==> src/rtl/move_scheduler_if.sv <==
// ---------------------------------------------------------------------------
// move_scheduler_if
// Groups the three handshakes around the move scheduler:
//   usr_valid/usr_move/usr_ready  user move offered to the scheduler
//   mv_valid/mv_code/mv_ack       move presented to the cube-state logic
//   draw_start/draw_done          redraw request to cube_drawer
// Move encoding: [3:1] face 0..5 (front,back,left,right,top,bottom),
//                [0] 0=CW, 1=CCW.
// master: the scheduler side.  slave: the board / logic / drawer side.
// ---------------------------------------------------------------------------
interface move_scheduler_if;
    logic       usr_valid;
    logic [3:0] usr_move;
    logic       usr_ready;
    logic       mv_valid;
    logic [3:0] mv_code;
    logic       mv_ack;
    logic       draw_start;
    logic       draw_done;

    modport master (
        input  usr_valid, usr_move, mv_ack, draw_done,
        output usr_ready, mv_valid, mv_code, draw_start
    );

    modport slave (
        output usr_valid, usr_move, mv_ack, draw_done,
        input  usr_ready, mv_valid, mv_code, draw_start
    );
endinterface

==> src/rtl/move_scheduler.sv <==
// ---------------------------------------------------------------------------
// move_scheduler
// Merges user moves and LFSR scramble moves into one in-order move FIFO,
// issues moves one at a time to the cube-state logic and requests redraws.
// Ports:
//   clk          system clock
//   resetn       asynchronous active-low reset; flushes FIFO and FSM
//   bus          move_scheduler_if.master (user / move / draw handshakes)
//   scr_start    one-cycle pulse: start a scramble of SCR_LEN moves
//   scr_active   scramble generation in progress
//   bad_move     one-cycle pulse: a user move with face 6/7 was dropped
//   fifo_count   entries queued
//   busy         not idle, FIFO non-empty, or scrambling
// ---------------------------------------------------------------------------
module move_scheduler #(
    parameter int          FIFO_DEPTH  = 4,
    parameter int          SCR_LEN     = 20,
    parameter logic [15:0] LFSR_SEED   = 16'hACE1,
    parameter int          REDRAW_EACH = 1
) (
    input  logic                          clk,
    input  logic                          resetn,
    move_scheduler_if.master              bus,
    input  logic                          scr_start,
    output logic                          scr_active,
    output logic                          bad_move,
    output logic [$clog2(FIFO_DEPTH):0]   fifo_count,
    output logic                          busy
);
    localparam int AW = $clog2(FIFO_DEPTH);
    localparam logic [AW:0] DEPTH_C = (AW+1)'(FIFO_DEPTH);

    localparam logic [2:0] BOOT      = 3'd0;
    localparam logic [2:0] IDLE      = 3'd1;
    localparam logic [2:0] ISSUE     = 3'd2;
    localparam logic [2:0] DRAW_REQ  = 3'd3;
    localparam logic [2:0] DRAW_WAIT = 3'd4;

    logic [2:0]    state_q, state_d;
    logic [3:0]    mem_q [FIFO_DEPTH];
    logic [AW-1:0] wr_ptr_q, wr_ptr_d, rd_ptr_q, rd_ptr_d;
    logic [AW:0]   count_q, count_d;
    logic [15:0]   lfsr_q, lfsr_d;
    logic          scr_active_q, scr_active_d;
    logic [7:0]    remaining_q, remaining_d;
    logic [3:0]    prev_q, prev_d;
    logic          prev_vld_q, prev_vld_d;
    logic          bad_q, bad_d;

    logic          full, usr_fire, scr_push, push, pop, cand_inv;
    logic [3:0]    cand, push_data;

    // Galois LFSR step for x^16+x^14+x^13+x^11+1 (right-shifting form).
    function automatic logic [15:0] lfsr_next(input logic [15:0] s);
        return {1'b0, s[15:1]} ^ (s[0] ? 16'hB400 : 16'h0000);
    endfunction

    assign full          = (count_q == DEPTH_C);
    assign bus.usr_ready = !full && !scr_active_q;
    assign usr_fire      = bus.usr_valid && bus.usr_ready;

    assign cand     = lfsr_q[3:0];
    assign cand_inv = prev_vld_q && (cand[3:1] == prev_q[3:1]) && (cand[0] != prev_q[0]);
    assign scr_push = scr_active_q && (cand[3:1] <= 3'd5) && !full && !cand_inv;

    // usr_ready is low while scrambling, so the two sources never collide.
    assign push      = (usr_fire && (bus.usr_move[3:1] <= 3'd5)) || scr_push;
    assign push_data = scr_active_q ? cand : bus.usr_move;
    assign pop       = (state_q == ISSUE) && bus.mv_ack;

    always_comb begin
        wr_ptr_d = wr_ptr_q;
        rd_ptr_d = rd_ptr_q;
        count_d  = count_q;
        if (push) wr_ptr_d = wr_ptr_q + 1'b1;
        if (pop)  rd_ptr_d = rd_ptr_q + 1'b1;
        case ({push, pop})
            2'b10:   count_d = count_q + 1'b1;
            2'b01:   count_d = count_q - 1'b1;
            default: count_d = count_q;
        endcase
    end

    always_comb begin
        lfsr_d       = lfsr_q;
        scr_active_d = scr_active_q;
        remaining_d  = remaining_q;
        prev_d       = prev_q;
        prev_vld_d   = prev_vld_q;
        if (scr_active_q) begin
            lfsr_d = lfsr_next(lfsr_q);
            if (scr_push) begin
                prev_d      = cand;
                prev_vld_d  = 1'b1;
                remaining_d = remaining_q - 8'd1;
                if (remaining_q == 8'd1) scr_active_d = 1'b0;
            end
        end else if (scr_start) begin
            scr_active_d = 1'b1;
            remaining_d  = 8'(SCR_LEN);
            prev_vld_d   = 1'b0;
        end
    end

    assign bad_d = usr_fire && (bus.usr_move[3:1] > 3'd5);

    always_comb begin
        state_d = state_q;
        case (state_q)
            BOOT:      state_d = DRAW_REQ;
            IDLE:      if (count_q != '0) state_d = ISSUE;
            ISSUE:     if (bus.mv_ack)
                           state_d = ((REDRAW_EACH != 0) || (count_d == '0)) ? DRAW_REQ : ISSUE;
            DRAW_REQ:  state_d = DRAW_WAIT;
            DRAW_WAIT: if (bus.draw_done) state_d = IDLE;
            default:   state_d = BOOT;
        endcase
    end

    always_ff @(posedge clk or negedge resetn) begin
        if (!resetn) begin
            state_q      <= BOOT;
            wr_ptr_q     <= '0;
            rd_ptr_q     <= '0;
            count_q      <= '0;
            lfsr_q       <= LFSR_SEED;
            scr_active_q <= 1'b0;
            remaining_q  <= 8'd0;
            prev_q       <= 4'd0;
            prev_vld_q   <= 1'b0;
            bad_q        <= 1'b0;
        end else begin
            state_q      <= state_d;
            wr_ptr_q     <= wr_ptr_d;
            rd_ptr_q     <= rd_ptr_d;
            count_q      <= count_d;
            lfsr_q       <= lfsr_d;
            scr_active_q <= scr_active_d;
            remaining_q  <= remaining_d;
            prev_q       <= prev_d;
            prev_vld_q   <= prev_vld_d;
            bad_q        <= bad_d;
        end
    end

    // FIFO storage carries no reset; validity is tracked by count/pointers.
    always_ff @(posedge clk) begin
        if (push) mem_q[wr_ptr_q] <= push_data;
    end

    assign bus.mv_valid   = (state_q == ISSUE);
    assign bus.mv_code    = (state_q == ISSUE) ? mem_q[rd_ptr_q] : 4'd0;
    assign bus.draw_start = (state_q == DRAW_REQ);
    assign scr_active     = scr_active_q;
    assign bad_move       = bad_q;
    assign fifo_count     = count_q;
    assign busy           = (state_q != IDLE) || (count_q != '0) || scr_active_q;
endmodule

==> src/flat_wrapper.sv <==
// flat-port wrapper written by rule: the top's interface ports become plain ports
module move_scheduler_flat 
#(
    parameter int          FIFO_DEPTH  = 4,
    parameter int          SCR_LEN     = 20,
    parameter logic [15:0] LFSR_SEED   = 16'hACE1,
    parameter int          REDRAW_EACH = 1
)
  (clk, resetn, scr_start, scr_active, bad_move, fifo_count, busy, bus_usr_valid, bus_usr_move, bus_mv_ack, bus_draw_done, bus_usr_ready, bus_mv_valid, bus_mv_code, bus_draw_start);
  move_scheduler_if bus_i ();
  input  logic clk;
  input  logic resetn;
  input  logic scr_start;
  output logic scr_active;
  output logic bad_move;
  output logic [$clog2(FIFO_DEPTH):0] fifo_count;
  output logic busy;
  input wire logic [$bits(bus_i.usr_valid)-1:0] bus_usr_valid;
  input wire logic [$bits(bus_i.usr_move)-1:0] bus_usr_move;
  input wire logic [$bits(bus_i.mv_ack)-1:0] bus_mv_ack;
  input wire logic [$bits(bus_i.draw_done)-1:0] bus_draw_done;
  output wire logic [$bits(bus_i.usr_ready)-1:0] bus_usr_ready;
  output wire logic [$bits(bus_i.mv_valid)-1:0] bus_mv_valid;
  output wire logic [$bits(bus_i.mv_code)-1:0] bus_mv_code;
  output wire logic [$bits(bus_i.draw_start)-1:0] bus_draw_start;
  assign bus_i.usr_valid = bus_usr_valid;
  assign bus_i.usr_move = bus_usr_move;
  assign bus_i.mv_ack = bus_mv_ack;
  assign bus_i.draw_done = bus_draw_done;
  assign bus_usr_ready = bus_i.usr_ready;
  assign bus_mv_valid = bus_i.mv_valid;
  assign bus_mv_code = bus_i.mv_code;
  assign bus_draw_start = bus_i.draw_start;
  move_scheduler #(.FIFO_DEPTH(FIFO_DEPTH), .SCR_LEN(SCR_LEN), .LFSR_SEED(LFSR_SEED), .REDRAW_EACH(REDRAW_EACH)) u_core (.clk(clk), .resetn(resetn), .bus(bus_i), .scr_start(scr_start), .scr_active(scr_active), .bad_move(bad_move), .fifo_count(fifo_count), .busy(busy));
endmodule
==> config.mk <==
export PLATFORM = sky130hd
export DESIGN_NAME = move_scheduler_flat
export DESIGN_NICKNAME = d
export VERILOG_FILES = /design/src/rtl/move_scheduler_if.sv /design/src/rtl/move_scheduler.sv /design/src/flat_wrapper.sv
export SDC_FILE = /design/constraint.sdc
export NUM_CORES = 1
export LEC_CHECK = 0
export CAP_MARGIN = 20
export CORE_MARGIN = 4
export CORE_UTILIZATION = 45
export DETAILED_ROUTE_END_ITERATION = 8
export GPL_TIMING_DRIVEN = 0
export HOLD_SLACK_MARGIN = 0.15
export PLACE_DENSITY = 0.68
export SYNTH_ARGS = -nofsm -noshare
export SYNTH_HDL_FRONTEND = slang
export SYNTH_SLANG_ARGS = --single-unit
export TNS_END_PERCENT = 20
==> constraint.sdc <==
create_clock -name clk -period 7.08 [get_ports clk]
set_input_delay 1.416 -clock clk [delete_from_list [all_inputs] [get_ports clk]]
set_output_delay 1.416 -clock clk [all_outputs]
set_load 0.05 [all_outputs]
# [Word-level counts from Yosys, hierarchy flattened]
# Memories as Yosys holds them, arrays and structs flattened.
# Cells that the tools add are included.
[word_totals] elab_cells=78 input_bits=10 out_inout_bits=13 mem_bits_rw=16 n_memories=1 reg_bits=41
[op_classes] n_addsub=5 mux=20 magnitude_cmp=3 eq_ne=15 reduce_logical=23 n_bitwise=1
[mem_list] name="u_core.mem_q" depth=4 width=4 rd=1 rd_clocked_by_memory_dff=0 wr=1 line="move_scheduler.sv:40" text="logic [3:0] mem_q [FIFO_DEPTH];"
[ops] cell="two-way mux 8 bit" n=3
[ops] cell="two-way mux 16 bit" n=1
[ops] cell="XOR 15 x 16 -> 16 bit" n=1
[ops] cell="case mux 3 bit (5 select lines)" n=1
[ops] cell="logical AND 1 bit" n=10
[ops] cell="two-way mux 1 bit" n=9
[ops] cell="two-way mux 3 bit" n=3
[ops] cell="== test 8 x 1 -> 1 bit, second input constant" n=1
[ops] cell="two-way mux 4 bit" n=2
[ops] cell="subtractor 8 x 1 -> 8 bit, second input constant" n=1
[ops] cell="== test 3 x 2 -> 1 bit, second input constant" n=2
[ops] cell="== test 3 bit, second input constant" n=2
[ops] cell="<= comparator 3 bit, second input constant" n=2
[ops] cell="!= test 2 bit, second input constant" n=3
[ops] cell="case mux 3 bit (2 select lines)" n=1
[ops] cell="adder 2 x 1 -> 2 bit, second input constant" n=2
[ops] cell="AND reduction 2 bit" n=2
[ops] cell="nonzero test 2 bit" n=2
[ops] cell="adder 3 x 1 -> 3 bit, second input constant" n=1
[ops] cell="== test 3 x 1 -> 1 bit, second input constant" n=1
[ops] cell="== test 3 bit" n=1
[ops] cell="> comparator 3 bit, second input constant" n=1
[ops] cell="zero test 1 bit" n=3
[ops] cell="zero test 3 bit" n=1
[ops] cell="9 further kinds" n=11

# [Longest topological paths before layout]
[depth] depth_word=8 mapped_depth=11 depth_no_buf=9

# [Least setup slack after synthesis]
# No wires, ideal clock.
[synth_timing] path_type="register -> output" startpoint="register u_core.state_q[2]" endpoint="output port bus_mv_code[0]" path_stages_with_launch=3 path_slack_ns=3.347 t_arrival_ns=2.317 required_time_ns=5.664 n_path_buf=0 path_cell_list="dfrtp_1 -> nor3b_1 -> and2_1"
[synth_between] elab_chain_cells=2
[synth_rtl] element="start: declaration" line="move_scheduler.sv:39" text="logic [2:0] state_q, state_d;"
[synth_rtl] element="start signal: assignment" line="move_scheduler.sv:133" text="state_q <= state_d;"
[synth_rtl] element="== test 3 x 2 -> 1 bit"
[synth_rtl] element="named net bus_mv_valid" line="flat_wrapper.sv:23" text="output wire logic [$bits(bus_i.mv_valid)-1:0] bus_mv_valid;"
[synth_rtl] element="two-way mux 4 bit" line="move_scheduler.sv:152" text="assign bus.mv_code = (state_q == ISSUE) ? mem_q[rd_ptr_q] : 4'd0;"
[synth_rtl] element="end: declaration" line="flat_wrapper.sv:24" text="output wire logic [$bits(bus_i.mv_code)-1:0] bus_mv_code;"
# The timed path passes the listed nets, and every way through them passes these cells.

# [Final worst setup path]
[layout_timing] startpoint="register u_core.count_q[0] (netlist: u_core.fifo_count[0])" endpoint="output port busy"
[layout_between] elab_chain_cells=3
[layout_rtl] element="start: declaration" line="move_scheduler.sv:42" text="logic [AW:0] count_q, count_d;"
[layout_rtl] element="start signal: assignment" line="move_scheduler.sv:136" text="count_q <= count_d;"
[layout_rtl] element="nonzero test 3 bit" line="move_scheduler.sv:157" text="assign busy = (state_q != IDLE) || (count_q != '0) || scr_active_q;"
[layout_rtl] element="logical OR 1 bit (2 in a row)" line="move_scheduler.sv:157"
[layout_rtl] element="end: declaration" line="flat_wrapper.sv:17" text="output logic busy;"
# Every way passes these cells.

==> out/metrics.csv <==
stage,metric,value,unit
status,status,finished clean,
global_route,grt_pass1_vias,1566,
die,dieArea,7100,µm²
hold_path,hp-start,u_core.lfsr_q[15]$_DFFE_PN1P_,
critical_path,rr_startpoint,u_core.fifo_count[0]$_DFFE_PN0P_,
layout,fin_cells,330,
routing,postRouteAntennaNets,0,
clock_network,cts_tree,done,
logic_synthesis,synth-seq-area-share,57.9,%
die,initial_core_util,47.0,%
clock_network,cts-root-buf,clkbuf_8,
logic_synthesis,synth.cell_area,2620,µm²
power,p_sw,671,µW
layout,fin_area,3150,µm²
die,fp-row-count,27,
routing,wl_per_cell,13.8,µm
critical_path,worstRegToRegCells,10,
logic_synthesis,syn-num-nets,237,
critical_path,slowest_stage,clkdlybuf4s50_1,
die,fp.coreArea,5570,µm²
routing,drt_iter0_markers,64,
hold_path,whs_endpoint,u_core.lfsr_q[15]$_DFFE_PN1P_,
critical_path,r2r-end,u_core.fifo_count[2]$_DFFE_PN0P_,
power,pwr-share-comb,44.8,%
placement,port-buffer-count,22,
sta,fmax,255,MHz
critical_path,path_max_fanout,5,
job,cap_violations,0,
clock_network,cts_hold_buf,0,
routing,wirelength,4560,µm
global_route,grt_pass1_wl,7680,µm
die,die_w,84.3,µm
logic_synthesis,ys_ff_latch,57,
critical_path,crit_type,reg2out,
routing,drt-pass1-iter-count,4,
power,p_int,1.09,mW
placement,placed_area,2940,µm²
hold_path,whs_path_depth,2,
placement,pre_cts_slack,3520,ps
critical_path,worstSetupStartpointType,register,
critical_path,cp.arrival,2500,ps
sta,post-route-period-util,55.3,%
power,powerDensity,558,nW/µm²
layout,multiInputGateArea,993,µm²
clock_network,postCtsSetupBuffers,0,
layout,fin_nets,271,
logic_synthesis,synthCells,219,
global_route,overflow,0,
clock_network,max-clock-path-buffers,2,
sta,rsz0062_at_grt,no,
power,power_switching_share,38.1,%
sta,fin_crit,3920,ps
logic_synthesis,yosysWarningCount,0,
power,pwr-share-seq,36.9,%
clock_network,clk-insertion-delay-late,330,ps
logic_synthesis,synthArstFlopShare,71.9,%
sta,final-max-slew-violation-count,0,
clock_network,post_cts_resized,0,
power,ir_worst_vdd,0.231,mV
placement,dp_hpwl,3290,µm
logic_synthesis,yosysUniqueCellTypes,43,
layout,fillers,478,
critical_path,endpoint_kind,primary output,
layout,seq_area,1520,µm²
sta,worst-slew-pin-transition,610,ps
clock_network,clock-sinks,57,
sta,tns,0,ps
critical_path,required,5660,ps
clock_network,cts_buffers,9,
sta,fin_worst_skew,9.43,ps
layout,antenna_cells,0,
routing,drc,0,
logic_synthesis,ys.flop_type,dfrtp_1,
critical_path,slowest_delay,720,ps
logic_synthesis,synth_area_per_cell,12.0,µm²
placement,dp.cells,314,
layout,syn_to_final_growth,20.5,%
sta,worst_slack,3160,ps
logic_synthesis,synth_edf_count,16,
global_route,grt_antenna_before_repair,0,
clock_network,htreeDepth,3,
sta,hold_viol_final,0,
power,leakage,1.30,nW
sta,setup_violations,0,
hold_path,min_path_type,reg2reg,
placement,routabilityCongestion,0.767,
die,io_pins,23,
sta,slew_headroom,59.0,%
critical_path,worst-r2r-setup-slack,4540,ps
global_route,grt_max_degree,32,
layout,drive_gt1_share,20.5,%
power,power.clock.fraction,18.4,%
power,power,1.76,mW
die,die_h,84.3,µm
critical_path,crit_chain,nor3_1 > nand2b_1 > or4b_2 > clkdlybuf4s50_1,
routing,vias,1641,
global_route,track_usage,14.2,%
clock_network,clk_pin_slew,70,ps
routing,drt-vias-per-instance,4.97,
per-stage QoR:
stage	hold slack [ps]	util [%]
global route	514	56.6
global placement	459	52.5
finish	475	56.6
floorplan	446	-
CTS	480	56.6
detailed placement	473	52.8
layer usage:
metal,global-route usage (%),share of wire (%),vias to the layer above
met5,0,0,-
met2,22.0,49,16
li1,-,-,825
met3,2.94,2.3,9
met4,9.65,2.3,0
met1,17.7,47,791
registers in the layout (all words and copies together), names as in the netlist:
register            flops
u_core.bad_move         1
u_core.fifo_count       3
u_core.lfsr_q          16
u_core.mem_q           16
u_core.prev_q           4
u_core.prev_vld_q       1
u_core.rd_ptr_q         2
u_core.remaining_q      8
u_core.scr_active       1
u_core.state_q          3
u_core.wr_ptr_q         2
power groups by stage:
stage          Sequential [mW]  Clock, mW  Combinational (mW)
2_1_floorplan            0.664          0               0.577
3_3_place_gp             0.648          0               0.781
3_5_place_dp             0.654          0               0.796
4_1_cts                  0.650      0.333               0.801
5_1_grt                  0.671      0.348               0.871
6_report                 0.649      0.323               0.789
cell usage in the layout, fill, tap and decap left out, drive strengths merged, types with 9 or more instances in the layout:
master,n
dfrtp,33
nand2,24
clkdlybuf4s50,21
inv,18
o21ai,16
edfxtp,16
clkbuf,14
mux2,12
nor2,9
layout make-up:
cell class | count | area share [%]
buffer | 8 | 1.27
clock buffer | 10 | 4.05
sequential | 57 | 48.1
tap | 72 | 2.86
timing repair buffer | 23 | 7.46
inverter | 18 | 2.14
multi-input combinational | 136 | 31.5
clock inverter | 6 | 2.62
Yosys cell counts, drive strengths merged (2+ instances only):
library cell  count  area share, %
o21ai            16            3.1
ha                7            3.3
edfxtp           16             18
xor2              2           0.67
nor2              9            1.3
mux4              4            3.4
clkbuf            4           0.57
a31oi             2           0.48
o2111ai           2           0.67
nor3              3           0.57
inv              18            2.6
nand3             3           0.57
xnor2             8            2.7
a31o              3            1.0
mux2             12            5.3
dfstp             8            8.0
or2               3           0.72
nand2b            4           0.96
nor3b             2           0.57
and2              6            1.5
dfrtp            33             32
buf               4           0.96
a21oi             8            1.5
nand2            24            3.4
nor2b             5            1.2
worst max-delay path by stage:
stage                     endpoint  cells after the start                             start  slack (ps)
floorplan           bus_mv_code[0]                      2     u_core.state_q[2]$_DFFE_PN0P_        3350
global placement              busy                      3       u_core.scr_active$_DFF_PN0_        3520
detailed placement            busy                      3       u_core.scr_active$_DFF_PN0_        3520
CTS                           busy                      4  u_core.fifo_count[0]$_DFFE_PN0P_        3140
global route                  busy                      4  u_core.fifo_count[0]$_DFFE_PN0P_        3010
finish                        busy                      4  u_core.fifo_count[0]$_DFFE_PN0P_        3160
critical path: cells and delay by family (launching register included):
family	cells	cell delay, ps
buffers and inverters	1	720
DFF	1	460
and+or+nand+nor	3	990
logic make-up (layout without fill, tap and decap cells):
group / Yosys count / in the layout / share of synthesized area [%]
AND/OR/NAND/NOR: 63 / 63 / 12.0
buffers and inverters: 26 / 65 / 4.11
AO/OA/AOI/OAI: 38 / 38 / 9.32
flip-flops: 57 / 57 / 57.9
multiplexers: 17 / 17 / 9.13
XOR/XNOR: 10 / 10 / 3.35
adder cells (fa/ha/maj): 8 / 8 / 4.11
Power figures use the tool's default switching activity.
